File: src/rtl/alu_arbiter.sv
// Two-requester front end for a single shared combinational ALU: grants one
// operation at a time (round-robin on ties), holds it in EXEC, returns a one-cycle response.
module alu_arbiter #(
   parameter int unsigned MUL_LAT = 2
) (
   input  logic        clk_i,
   input  logic        rst_i,
   input  logic        req0_valid_i,
   input  logic [31:0] req0_a_i,
   input  logic [31:0] req0_b_i,
   input  logic [2:0]  req0_ctrl_i,
   output logic        req0_ready_o,
   input  logic        req1_valid_i,
   input  logic [31:0] req1_a_i,
   input  logic [31:0] req1_b_i,
   input  logic [2:0]  req1_ctrl_i,
   output logic        req1_ready_o,
   output logic        rsp0_valid_o,
   output logic [31:0] rsp0_data_o,
   output logic        rsp1_valid_o,
   output logic [31:0] rsp1_data_o,
   output logic [31:0] alu_a_o,
   output logic [31:0] alu_b_o,
   output logic [2:0]  alu_ctrl_o,
   input  logic [31:0] alu_data_i,
   output logic        busy_o
);

   typedef enum logic [1:0] {IDLE, EXEC, RESP} state_t;

   localparam logic [2:0] OP_MUL = 3'b101;

   state_t      state_q, state_d;
   logic [2:0]  cnt_q, cnt_d;
   logic        last_q, last_d;
   logic        gid_q, gid_d;
   logic [31:0] a_q, a_d;
   logic [31:0] b_q, b_d;
   logic [2:0]  ctrl_q, ctrl_d;
   logic [31:0] res_q, res_d;

   logic        gnt_vld;
   logic        gnt;
   logic [31:0] sel_a;
   logic [31:0] sel_b;
   logic [2:0]  sel_ctrl;

   // On a tie the requester that was not served last wins.
   always_comb begin
      gnt_vld = req0_valid_i | req1_valid_i;
      if (req0_valid_i && req1_valid_i) begin
         gnt = ~last_q;
      end else begin
         gnt = req1_valid_i;
      end
      sel_a    = gnt ? req1_a_i    : req0_a_i;
      sel_b    = gnt ? req1_b_i    : req0_b_i;
      sel_ctrl = gnt ? req1_ctrl_i : req0_ctrl_i;
   end

   assign req0_ready_o = ~rst_i & (state_q == IDLE) & gnt_vld & ~gnt;
   assign req1_ready_o = ~rst_i & (state_q == IDLE) & gnt_vld &  gnt;

   always_comb begin
      state_d = state_q;
      cnt_d   = cnt_q;
      last_d  = last_q;
      gid_d   = gid_q;
      a_d     = a_q;
      b_d     = b_q;
      ctrl_d  = ctrl_q;
      res_d   = res_q;
      case (state_q)
         IDLE: begin
            if (gnt_vld) begin
               a_d     = sel_a;
               b_d     = sel_b;
               ctrl_d  = sel_ctrl;
               gid_d   = gnt;
               last_d  = gnt;
               cnt_d   = (sel_ctrl == OP_MUL) ? 3'(MUL_LAT - 1) : 3'd0;
               state_d = EXEC;
            end
         end
         EXEC: begin
            if (cnt_q != 3'd0) begin
               cnt_d = cnt_q - 3'd1;
            end else begin
               res_d   = alu_data_i;
               state_d = RESP;
            end
         end
         RESP: begin
            state_d = IDLE;
         end
         default: begin
            state_d = IDLE;
         end
      endcase
   end

   always_ff @(posedge clk_i or posedge rst_i) begin
      if (rst_i) begin
         state_q <= IDLE;
         cnt_q   <= 3'd0;
         last_q  <= 1'b1;
         gid_q   <= 1'b0;
         a_q     <= 32'd0;
         b_q     <= 32'd0;
         ctrl_q  <= 3'd0;
         res_q   <= 32'd0;
      end else begin
         state_q <= state_d;
         cnt_q   <= cnt_d;
         last_q  <= last_d;
         gid_q   <= gid_d;
         a_q     <= a_d;
         b_q     <= b_d;
         ctrl_q  <= ctrl_d;
         res_q   <= res_d;
      end
   end

   // Outputs decode straight from registered state, so they drop the moment reset forces IDLE.
   assign busy_o       = (state_q != IDLE);
   assign alu_a_o      = (state_q == EXEC) ? a_q    : 32'd0;
   assign alu_b_o      = (state_q == EXEC) ? b_q    : 32'd0;
   assign alu_ctrl_o   = (state_q == EXEC) ? ctrl_q : 3'd0;
   assign rsp0_valid_o = (state_q == RESP) & ~gid_q;
   assign rsp1_valid_o = (state_q == RESP) &  gid_q;
   assign rsp0_data_o  = rsp0_valid_o ? res_q : 32'd0;
   assign rsp1_data_o  = rsp1_valid_o ? res_q : 32'd0;

endmodule

File: config.mk
export PLATFORM = sky130hd
export DESIGN_NAME = alu_arbiter
export DESIGN_NICKNAME = d
export VERILOG_FILES = /design/src/rtl/alu_arbiter.sv
export SDC_FILE = /design/constraint.sdc
export NUM_CORES = 1
export LEC_CHECK = 0
export CAP_MARGIN = 15
export CORE_MARGIN = 2
export CORE_UTILIZATION = 43
export DETAILED_ROUTE_END_ITERATION = 10
export GPL_ROUTABILITY_DRIVEN = 0
export GPL_TIMING_DRIVEN = 0
export HOLD_SLACK_MARGIN = 0.03
export PLACE_DENSITY = 0.87
export SYNTH_ARGS = -nofsm -noshare
export SYNTH_HDL_FRONTEND = slang
export SYNTH_SLANG_ARGS = --single-unit
File: constraint.sdc
create_clock -name clk_i -period 7.2 [get_ports clk_i]
set_input_delay 2.16 -clock clk_i [delete_from_list [all_inputs] [get_ports clk_i]]
set_output_delay 2.16 -clock clk_i [all_outputs]
set_load 0.02 [all_outputs]
==> impl_metrics.tcl, run 1 <==
set metrics [dict create \
    drt-initial-drc-count 176 \
    hpwlAfterDp_um 14170 \
    syn_to_final_growth_pct 64.59 \
    core_um2 12720 \
    cts_buffers 9 \
    wl_um 17970 \
    io_buffers 305 \
    p_comb_share_pct 53.8 \
    multi_input_area_um2 2800 \
    layout_common_cells "305 x clkdlybuf4s50_1, 131 x and2_1, 128 x mux2_2" \
    synth_area_leader_cell "dfrtp_1" \
    syn_nets 651 \
    yosys_warnings 0 \
    final_common_cell "clkdlybuf4s50_1" \
    rsz0062_at_grt "false" \
    total_power_uw 3558 \
    setup.worst_path.class "input pin to primary output" \
    synthTopCellsByArea "dfrtp_1 47%, mux2_2 26%, and2_1 15%" \
    tritoncts "yes" \
    start_kind "input pin" \
    crit_path_max_fanout 10 \
    tightest_slew_ns 0.7184 \
    grt_start_max_net_pins 67 \
    n_antenna_cell 0 \
    slew_violations 0 \
    cts_resized 0 \
    finalSetupTns_ns 0 \
    die-width_um 118.5 \
    hold_buffers 0 \
    via_per_inst 5.064 \
    cts_buffer_depth 2 \
    grt_antenna_before_repair 0 \
    power_density_nw_per_um2 383.3 \
    io_pins 306 \
    setup.worst_path.end_class "primary output" \
    crit_required_ns 5.04 \
    min_period_over_period_pct 91.06 \
    holdCritPathClass "register to register" \
    slew-limit-headroom_pct 52.01 \
    synth-seq-cells 106 \
    grt_pass1_wl_um 28150 \
    dr.pass1.iters 4 \
    drv_cap 0 \
    die_h_um 118.5 \
    rows 41 \
    initial_core_util_pct 44.33 \
    p_int_uw 2270 \
    grt_usage_pct 25.53 \
    final_area_um2 9281 \
    syn_avg_cell_area_um2 11.77 \
    status "complete, no violations" \
    htreeDepth 3 \
    drc 0 \
    netlist.area_leader.share_pct 46.59 \
    overflow 0 \
    vias 4927 \
    syn_inst 479 \
    fin_hold_ws_ns 0.5007 \
    synth_cell_types 29 \
    nets 968 \
    die_area_um2 14050 \
    clkSinkCount 106 \
    max_freq_ghz 0.1525 \
    root_buffer "clkbuf_16" \
    stdcell_count 973 \
    antenna_left 0 \
    postCtsSetupBuffers 0 \
    dp_cells 957 \
    fillCellCount 917 \
    arrival_ns 4.40 \
    power_frac_clock_pct 15.9 \
    worst_ir_drop_vdd_uv 191.7 \
    postPlaceCellArea_um2 8937 \
    seqCellArea_um2 2654 \
    p_sw_share_pct 36.19 \
    finClkSkew_ns 0.01035 \
    syn_area_um2 5639 \
    routedWlPerCell_um 18.46 \
    min_period_ns 6.556 \
    path_clk_slew_ns 0.06 \
    setup_viol 0 \
    first_global_vias 5352 \
    drive_gt1_share_pct 20.85 \
    seq_power_share_pct 30.3 \
    yosysSeqAreaShare_pct 47.06 \
    clk-insertion-delay-late_ns 0.36 \
    p_sw_uw 1288 \
    hold_viol_final 0 \
    leakagePower_uw 0.003817 \
]
[power groups by stage]
| stage | sequential, uW | combinational [uW] | clock, uW |
|---|---|---|---|
| global placement | 1060 | 1880 | 0 |
| floorplan | 1020 | 1170 | 0 |
| finish | 1080 | 1910 | 567 |
| CTS | 1080 | 1930 | 581 |
| detailed placement | 1090 | 1920 | 0 |
| global route | 1120 | 2040 | 602 |
[metal layers]
| metal | wire (um) | part of all wire, % | global-route usage [%] |
|---|---|---|---|
| met1 | 6719 | 37 | 27.80 |
| met3 | 1553 | 8.6 | 8.494 |
| met4 | 493 | 2.7 | 9.449 |
| met5 | 0 | 0 | 0 |
| met2 | 9200 | 51 | 45.95 |
[cell families after synthesis]
group	count (synthesis)	share of synthesized area, %
DFF	106	47.06
AOI/OAI and AO/OA	29	4.637
muxes	129	25.74
and+or+nand+nor	173	18.84
buffers and inverters	40	3.284
adders and majority gates	2	0.4437
[synthesized netlist by cell type]
master and n:
a311oi_1 1, and3_1 21, o221ai_1 1, nor3_1 3, clkbuf_1 18, o21ai_0 4
mux2i_1 1, a21oi_1 1, nand2b_1 2, a21o_1 1, mux2_2 128, a221o_1 20
nand3_1 1, nor3b_1 1, dfrtp_1 105, and2b_1 1, nand3b_1 2, buf_2 13
buf_6 2, ha_1 2, a21boi_2 1, inv_2 1, buf_4 1, dfstp_2 1
nor2_1 5, nor2_2 3, and2_1 131, nand2_1 3, inv_1 5
[path summary, 6_finish.rpt]
kind	cells past startpoint	slack (ns)	endpoint	start
max	6	0.64	req1_ready_o	req1_valid_i
min	1	0.50	b_q[7]$_DFFE_PP0P_	b_q[7]$_DFFE_PP0P_
max reg2reg	4	5.26	a_q[16]$_DFFE_PP0P_	last_q$_DFFE_PP1P_
min reg2reg	1	0.50	b_q[7]$_DFFE_PP0P_	b_q[7]$_DFFE_PP0P_
max in group asynchronous	3	4.22	last_q$_DFFE_PP1P_	rst_i
min in group asynchronous	2	2.27	b_q[25]$_DFFE_PP0P_	rst_i
[final cells by class]
class	count	area share (%)
well taps	172	2.319
inverters	6	0.2696
repair buffers	306	33.19
clock inverters	6	1.240
flip-flops and latches	106	28.59
plain buffers	34	1.752
multi-input cells	333	30.17
clock buffers	10	2.467
[registers in the layout (all words and copies together) (netlist names)]
| name | flops |
|---|---|
| a_q | 32 |
| ctrl_q | 3 |
| last_q | 1 |
| gid_q | 1 |
| res_q | 32 |
| b_q | 32 |
| state_q | 2 |
| cnt_q | 3 |
[worst max-delay path, cell delays in order]
cell             delay (ns)
clkdlybuf4s50_1        0.52
a21boi_2               0.45
clkbuf_1               0.34
nand2_1                0.17
nor2_1                 0.13
clkdlybuf4s50_1        0.62
[per-stage QoR]
| step | util, % | setup WS (ns) |
|---|---|---|
| floorplan | - | 2.006 |
| global placement | 70.01 | 0.6398 |
| detailed placement | 70.25 | 0.6476 |
| CTS | 72.95 | 0.6584 |
| global route | 72.95 | 0.5268 |
| finish | 72.95 | 0.6435 |
(Power assumes the default switching activity.)
==> run 2: changes to the inputs <==
--- a/config.mk
+++ b/config.mk
@@ -10,7 +10,7 @@
 export CORE_UTILIZATION = 43
 export DETAILED_ROUTE_END_ITERATION = 10
 export GPL_ROUTABILITY_DRIVEN = 0
-export GPL_TIMING_DRIVEN = 0
+export GPL_TIMING_DRIVEN = 1
 export HOLD_SLACK_MARGIN = 0.03
 export PLACE_DENSITY = 0.87
 export SYNTH_ARGS = -nofsm -noshare
==> run 2 against run 1 <==
Compared with the run above: register-to-register slack got worse by 0.50 ns; sequential share of layout area up 0.51 points; non-clock buffer count shrank 27; worst setup slack improved by 0.32 ns; combinational power is 3% lower; critical path type unchanged.
==> impl_metrics.tcl, run 2 (synthesis gave the netlist of run 1 again) <==
set metrics [dict create \
    status "complete, no violations" \
    initial_core_util_pct 44.33 \
    hold_viol_final 0 \
    cts_resized 0 \
    hold_buffers 0 \
    crit_path_max_fanout 17 \
    finalSetupTns_ns 0 \
    power_density_nw_per_um2 374.8 \
    core_um2 12720 \
    drc 0 \
    drive_gt1_share_pct 20.41 \
    setup.worst_path.end_class "primary output" \
    die_h_um 118.5 \
    tritoncts "yes" \
    cts_buffer_depth 2 \
    grt_pass1_wl_um 27320 \
    setup.worst_path.class "input pin to primary output" \
    power_frac_clock_pct 13.9 \
    max_freq_ghz 0.1604 \
    nets 941 \
    grt_usage_pct 24.59 \
    crit_path_start "req1_valid_i" \
    p_int_uw 2170 \
    via_per_inst 5.097 \
    fillCellCount 942 \
    start_kind "input pin" \
    min_period_ns 6.233 \
    die_area_um2 14050 \
    vias 4822 \
    io_buffers 305 \
    path_clk_slew_ns 0.07 \
    reg2reg_depth 5 \
    worst_ir_drop_vdd_uv 190.3 \
    die-width_um 118.5 \
    seq_power_share_pct 31.7 \
    p_sw_share_pct 36.50 \
    dp_cells 929 \
    syn_to_final_growth_pct 61.70 \
    leakagePower_uw 0.003729 \
    crit_path_end "req1_ready_o" \
    postCtsSetupBuffers 0 \
    grt_antenna_before_repair 0 \
    p_comb_share_pct 54.4 \
    slew_violations 0 \
    slew-limit-headroom_pct 38.57 \
    postPlaceCellArea_um2 8822 \
    cts_buffers 9 \
    first_global_vias 5222 \
    hpwlAfterDp_um 12640 \
    routedWlPerCell_um 18.00 \
    stdcell_count 946 \
    root_buffer "clkbuf_16" \
    p_sw_uw 1247 \
    clkSinkCount 106 \
    worst-r2r-setup-slack_ns 4.76 \
    rows 41 \
    antenna_left 0 \
    clk-insertion-delay-late_ns 0.34 \
    rr_endpoint "a_q[11]$_DFFE_PP0P_" \
    min_period_over_period_pct 86.57 \
    grt_start_max_net_pins 57 \
    total_power_uw 3417 \
    min_from "a_q[27]$_DFFE_PP0P_" \
    dr.pass1.iters 4 \
    finClkSkew_ns 0.008889 \
    arrival_ns 4.07 \
    final_area_um2 9119 \
    final_common_cell "clkdlybuf4s50_1" \
    crit_required_ns 5.04 \
    holdCritPathClass "register to register" \
    layout_common_cells "305 x clkdlybuf4s50_1, 131 x and2_1, 128 x mux2_2" \
    setup_viol 0 \
    overflow 0 \
    wl_um 17030 \
    top_regs "a_q: 32 flops, b_q: 32 flops, res_q: 32 flops" \
    drt-initial-drc-count 253 \
    n_antenna_cell 0 \
    io_pins 306 \
    htreeDepth 3 \
    drv_cap 0 \
    r2r_start "state_q[0]$_DFFE_PP0P_" \
    tightest_slew_ns 0.9214 \
    rsz0062_at_grt "false" \
]
==> run 2: cell types whose count changed in the layout (fill, tap and decap cells not counted), moves of 3 or more <==
cell / before / now
clkbuf_1: 19 / 3
buf_2: 13 / 0
bufinv_16: 3 / 0
clkbuf_8: 0 / 3
buf_4: 1 / 7
==> run 2: worst min path at each step <==
stage,cells past startpoint,endpoint
2_1_floorplan,2,last_q$_DFFE_PP1P_
3_3_place_gp,1,a_q[8]$_DFFE_PP0P_
3_5_place_dp,1,b_q[13]$_DFFE_PP0P_
4_1_cts,1,b_q[13]$_DFFE_PP0P_
5_1_grt,1,a_q[12]$_DFFE_PP0P_
6_report,1,a_q[27]$_DFFE_PP0P_
==> run 2: metal layers <==
layer / GRT usage [%] / vias to the layer above / share of wire (%)
met2: 43.50 / 201 / 51
met5: 0 / - / 0
met1: 27.11 / 2349 / 38
met4: 11.24 / 0 / 3.3
li1: - / 2231 / -
met3: 7.288 / 41 / 7.6
==> run 2: stage by stage <==
stage	utilization, %	setup WS, ns	hold slack (ns)
global placement	69.35	1.024	0.4818
finish	71.68	0.9667	0.4993
global route	71.68	0.9069	0.5148
detailed placement	69.35	0.9877	0.4877
floorplan	-	2.006	0.4658
CTS	71.59	0.9770	0.5029
==> run 2: power groups by stage <==
| stage | Sequential [uW] | Clock [uW] | Combinational, uW |
|---|---|---|---|
| after global routing | 1130 | 510 | 1990 |
| after global placement | 1070 | 0 | 1820 |
| after detailed placement | 1090 | 0 | 1860 |
| final | 1080 | 474 | 1860 |
| after floorplan | 1020 | 0 | 1170 |
| after CTS | 1090 | 485 | 1870 |
==> run 2: layout make-up <==
class                   count  area [um^2]  area share [%]
clock inverters             1        7.507         0.08233
repair buffers            313         3117           34.18
flip-flops and latches    106         2654           29.10
multi-input cells         333         2823           30.96
clock buffers              15        277.8           3.046
inverters                   6        25.02          0.2744
well taps                 172        215.2           2.360
==> run 2: worst max-delay path, cell delays in order <==
cell,delay [ns]
clkdlybuf4s50_1,0.53
a21boi_4,0.44
nand2_1,0.17
nor2_1,0.14
clkdlybuf4s50_1,0.63
==> run 3: changes to the inputs <==
--- a/config.mk
+++ b/config.mk
@@ -13,6 +13,7 @@
 export GPL_TIMING_DRIVEN = 1
 export HOLD_SLACK_MARGIN = 0.03
 export PLACE_DENSITY = 0.87
+export SLEW_MARGIN = 30
 export SYNTH_ARGS = -nofsm -noshare
 export SYNTH_HDL_FRONTEND = slang
 export SYNTH_SLANG_ARGS = --single-unit
==> run 3 against run 2 <==
Compared with the run above: non-clock buffer count fell by 1; routed wire length rose by 0.21%; maximum frequency shrank 0.50%; critical path type unchanged; critical endpoint unchanged; largest cell class unchanged.
==> impl_metrics.tcl, run 3 (synthesis gave the netlist of run 1 again) <==
set metrics [dict create \
    wl_um 17070 \
    arrival_ns 4.10 \
    cts_resized 0 \
    htreeDepth 3 \
    grt_start_max_net_pins 57 \
    rsz0062_at_grt "false" \
    drc 0 \
    tightest_slew_ns 0.8495 \
    vias 4803 \
    rr_endpoint "b_q[10]$_DFFE_PP0P_" \
    status "complete, no violations" \
    die_area_um2 14050 \
    worst-r2r-setup-slack_ns 4.71 \
    crit_cells 5 \
    via_per_inst 5.077 \
    path_cells "clkdlybuf4s50_1, a21boi_4, nand2_1, nor2_1, clkdlybuf4s50_1" \
    finClkSkew_ns 0.007511 \
    p_sw_uw 1250 \
    syn_to_final_growth_pct 61.99 \
    seq_power_share_pct 31.6 \
    multi_input_area_um2 2830 \
    max_freq_ghz 0.1596 \
    io_pins 306 \
    critPathTopFamily "buffers and inverters" \
    die_h_um 118.5 \
    dr.pass1.iters 4 \
    clkSinkCount 106 \
    crit_path_start "req1_valid_i" \
    rows 41 \
    cts_buffer_depth 2 \
    postCtsSetupBuffers 0 \
    cts_buffers 9 \
    min_period_over_period_pct 87.01 \
    tritoncts "yes" \
    slew-limit-headroom_pct 43.37 \
    grt_antenna_before_repair 1 \
    overflow 0 \
    cp_num_buf_inv 2 \
    start_kind "input pin" \
    p_int_uw 2186 \
    drive_gt1_share_pct 20.70 \
    first_global_vias 5204 \
    hold_viol_final 0 \
    die-width_um 118.5 \
    clk-insertion-delay-late_ns 0.34 \
    finalSetupTns_ns 0 \
    grt_pass1_wl_um 27570 \
    top_regs "a_q: 32 flops, b_q: 32 flops, res_q: 32 flops" \
    routedWlPerCell_um 18.04 \
    antenna_left 0 \
    r2r_start "state_q[0]$_DFFE_PP0P_" \
    fin_hold_ws_ns 0.4986 \
    seqCellArea_um2 2654 \
    grt_usage_pct 24.71 \
    worst_ir_drop_vdd_uv 189.5 \
    final_common_cell "clkdlybuf4s50_1" \
    cpMostUsedCell "clkdlybuf4s50_1" \
    p_comb_share_pct 54.2 \
    crit_slowest_cell "clkdlybuf4s50_1" \
    drv_cap 0 \
    layout_common_cells "305 x clkdlybuf4s50_1, 131 x and2_1, 128 x mux2_2" \
    crit_required_ns 5.04 \
    drt-initial-drc-count 250 \
    power_density_nw_per_um2 376.2 \
    holdCritPathClass "register to register" \
    leakagePower_uw 0.003739 \
    min_period_ns 6.265 \
    path_clk_slew_ns 0.07 \
    nets 940 \
    fillCellCount 936 \
    hpwlAfterDp_um 12720 \
    setup.worst_path.end_class "primary output" \
    root_buffer "clkbuf_16" \
    io_buffers 305 \
    crit_path_end "req1_ready_o" \
    crit_path_max_fanout 17 \
    power_frac_clock_pct 14.3 \
    reg2reg_depth 5 \
    setup_viol 0 \
    slew_violations 0 \
    max_stage_delay_ns 0.63 \
    initial_core_util_pct 44.33 \
    p_sw_share_pct 36.39 \
    hold_buffers 0 \
    core_um2 12720 \
    setup.worst_path.class "input pin to primary output" \
]
[run 3: worst min-delay path by stage]
stage,from,to,slack [ns],depth (start not counted)
after floorplan,last_q$_DFFE_PP1P_,last_q$_DFFE_PP1P_,0.47,2
after CTS,b_q[13]$_DFFE_PP0P_,b_q[13]$_DFFE_PP0P_,0.50,1
after detailed placement,a_q[16]$_DFFE_PP0P_,a_q[16]$_DFFE_PP0P_,0.49,1
after global placement,a_q[8]$_DFFE_PP0P_,a_q[8]$_DFFE_PP0P_,0.48,1
after global routing,a_q[16]$_DFFE_PP0P_,a_q[16]$_DFFE_PP0P_,0.51,1
final,a_q[16]$_DFFE_PP0P_,a_q[16]$_DFFE_PP0P_,0.50,1
[run 3: power by group through the flow]
| stage | clock network (uW) | logic [uW] | registers (uW) |
|---|---|---|---|
| floorplan | 0 | 1170 | 1020 |
| global placement | 0 | 1820 | 1070 |
| detailed placement | 0 | 1870 | 1090 |
| CTS | 501 | 1880 | 1090 |
| global route | 527 | 1990 | 1130 |
| finish | 490 | 1860 | 1090 |
[run 3: layout make-up]
type / instances / area share (%)
antenna: 1 / 0.02739
clock buffer: 15 / 3.260
clock inverter: 1 / 0.05479
inverter: 6 / 0.2739
multi-input combinational: 333 / 30.98
sequential: 106 / 29.05
tap: 172 / 2.356
timing repair buffer: 312 / 34.00
[run 3: layer usage]
layer  GRT usage [%]  vias up  share of wire [%]
li1                -     2230                  -
met1           27.88     2345                 38
met2           43.71      199                 52
met3           7.529       29                7.8
met4           9.449        0                2.2
met5               0        -                  0
[run 3: worst register-to-register path, stage by stage (launching register included)]
cell     delay, ns
dfrtp_1       0.46
nor2_2        0.64
inv_2         0.19
nor2_4        0.12
buf_4         0.50
mux2_2        0.47
[run 3: stage by stage]
step / cells / setup slack (ns) / area, um^2 / total power (uW) / util, %
after floorplan: 479 / 2.006 / 5639 / 2184 / -
after global placement: 929 / 1.024 / 8822 / 2888 / 69.35
after detailed placement: 929 / 0.9448 / 8828 / 2958 / 69.39
after CTS: 945 / 0.9426 / 9131 / 3466 / 71.77
after global routing: 946 / 0.8541 / 9135 / 3650 / 71.80
final: 946 / 0.9352 / 9135 / 3436 / 71.80
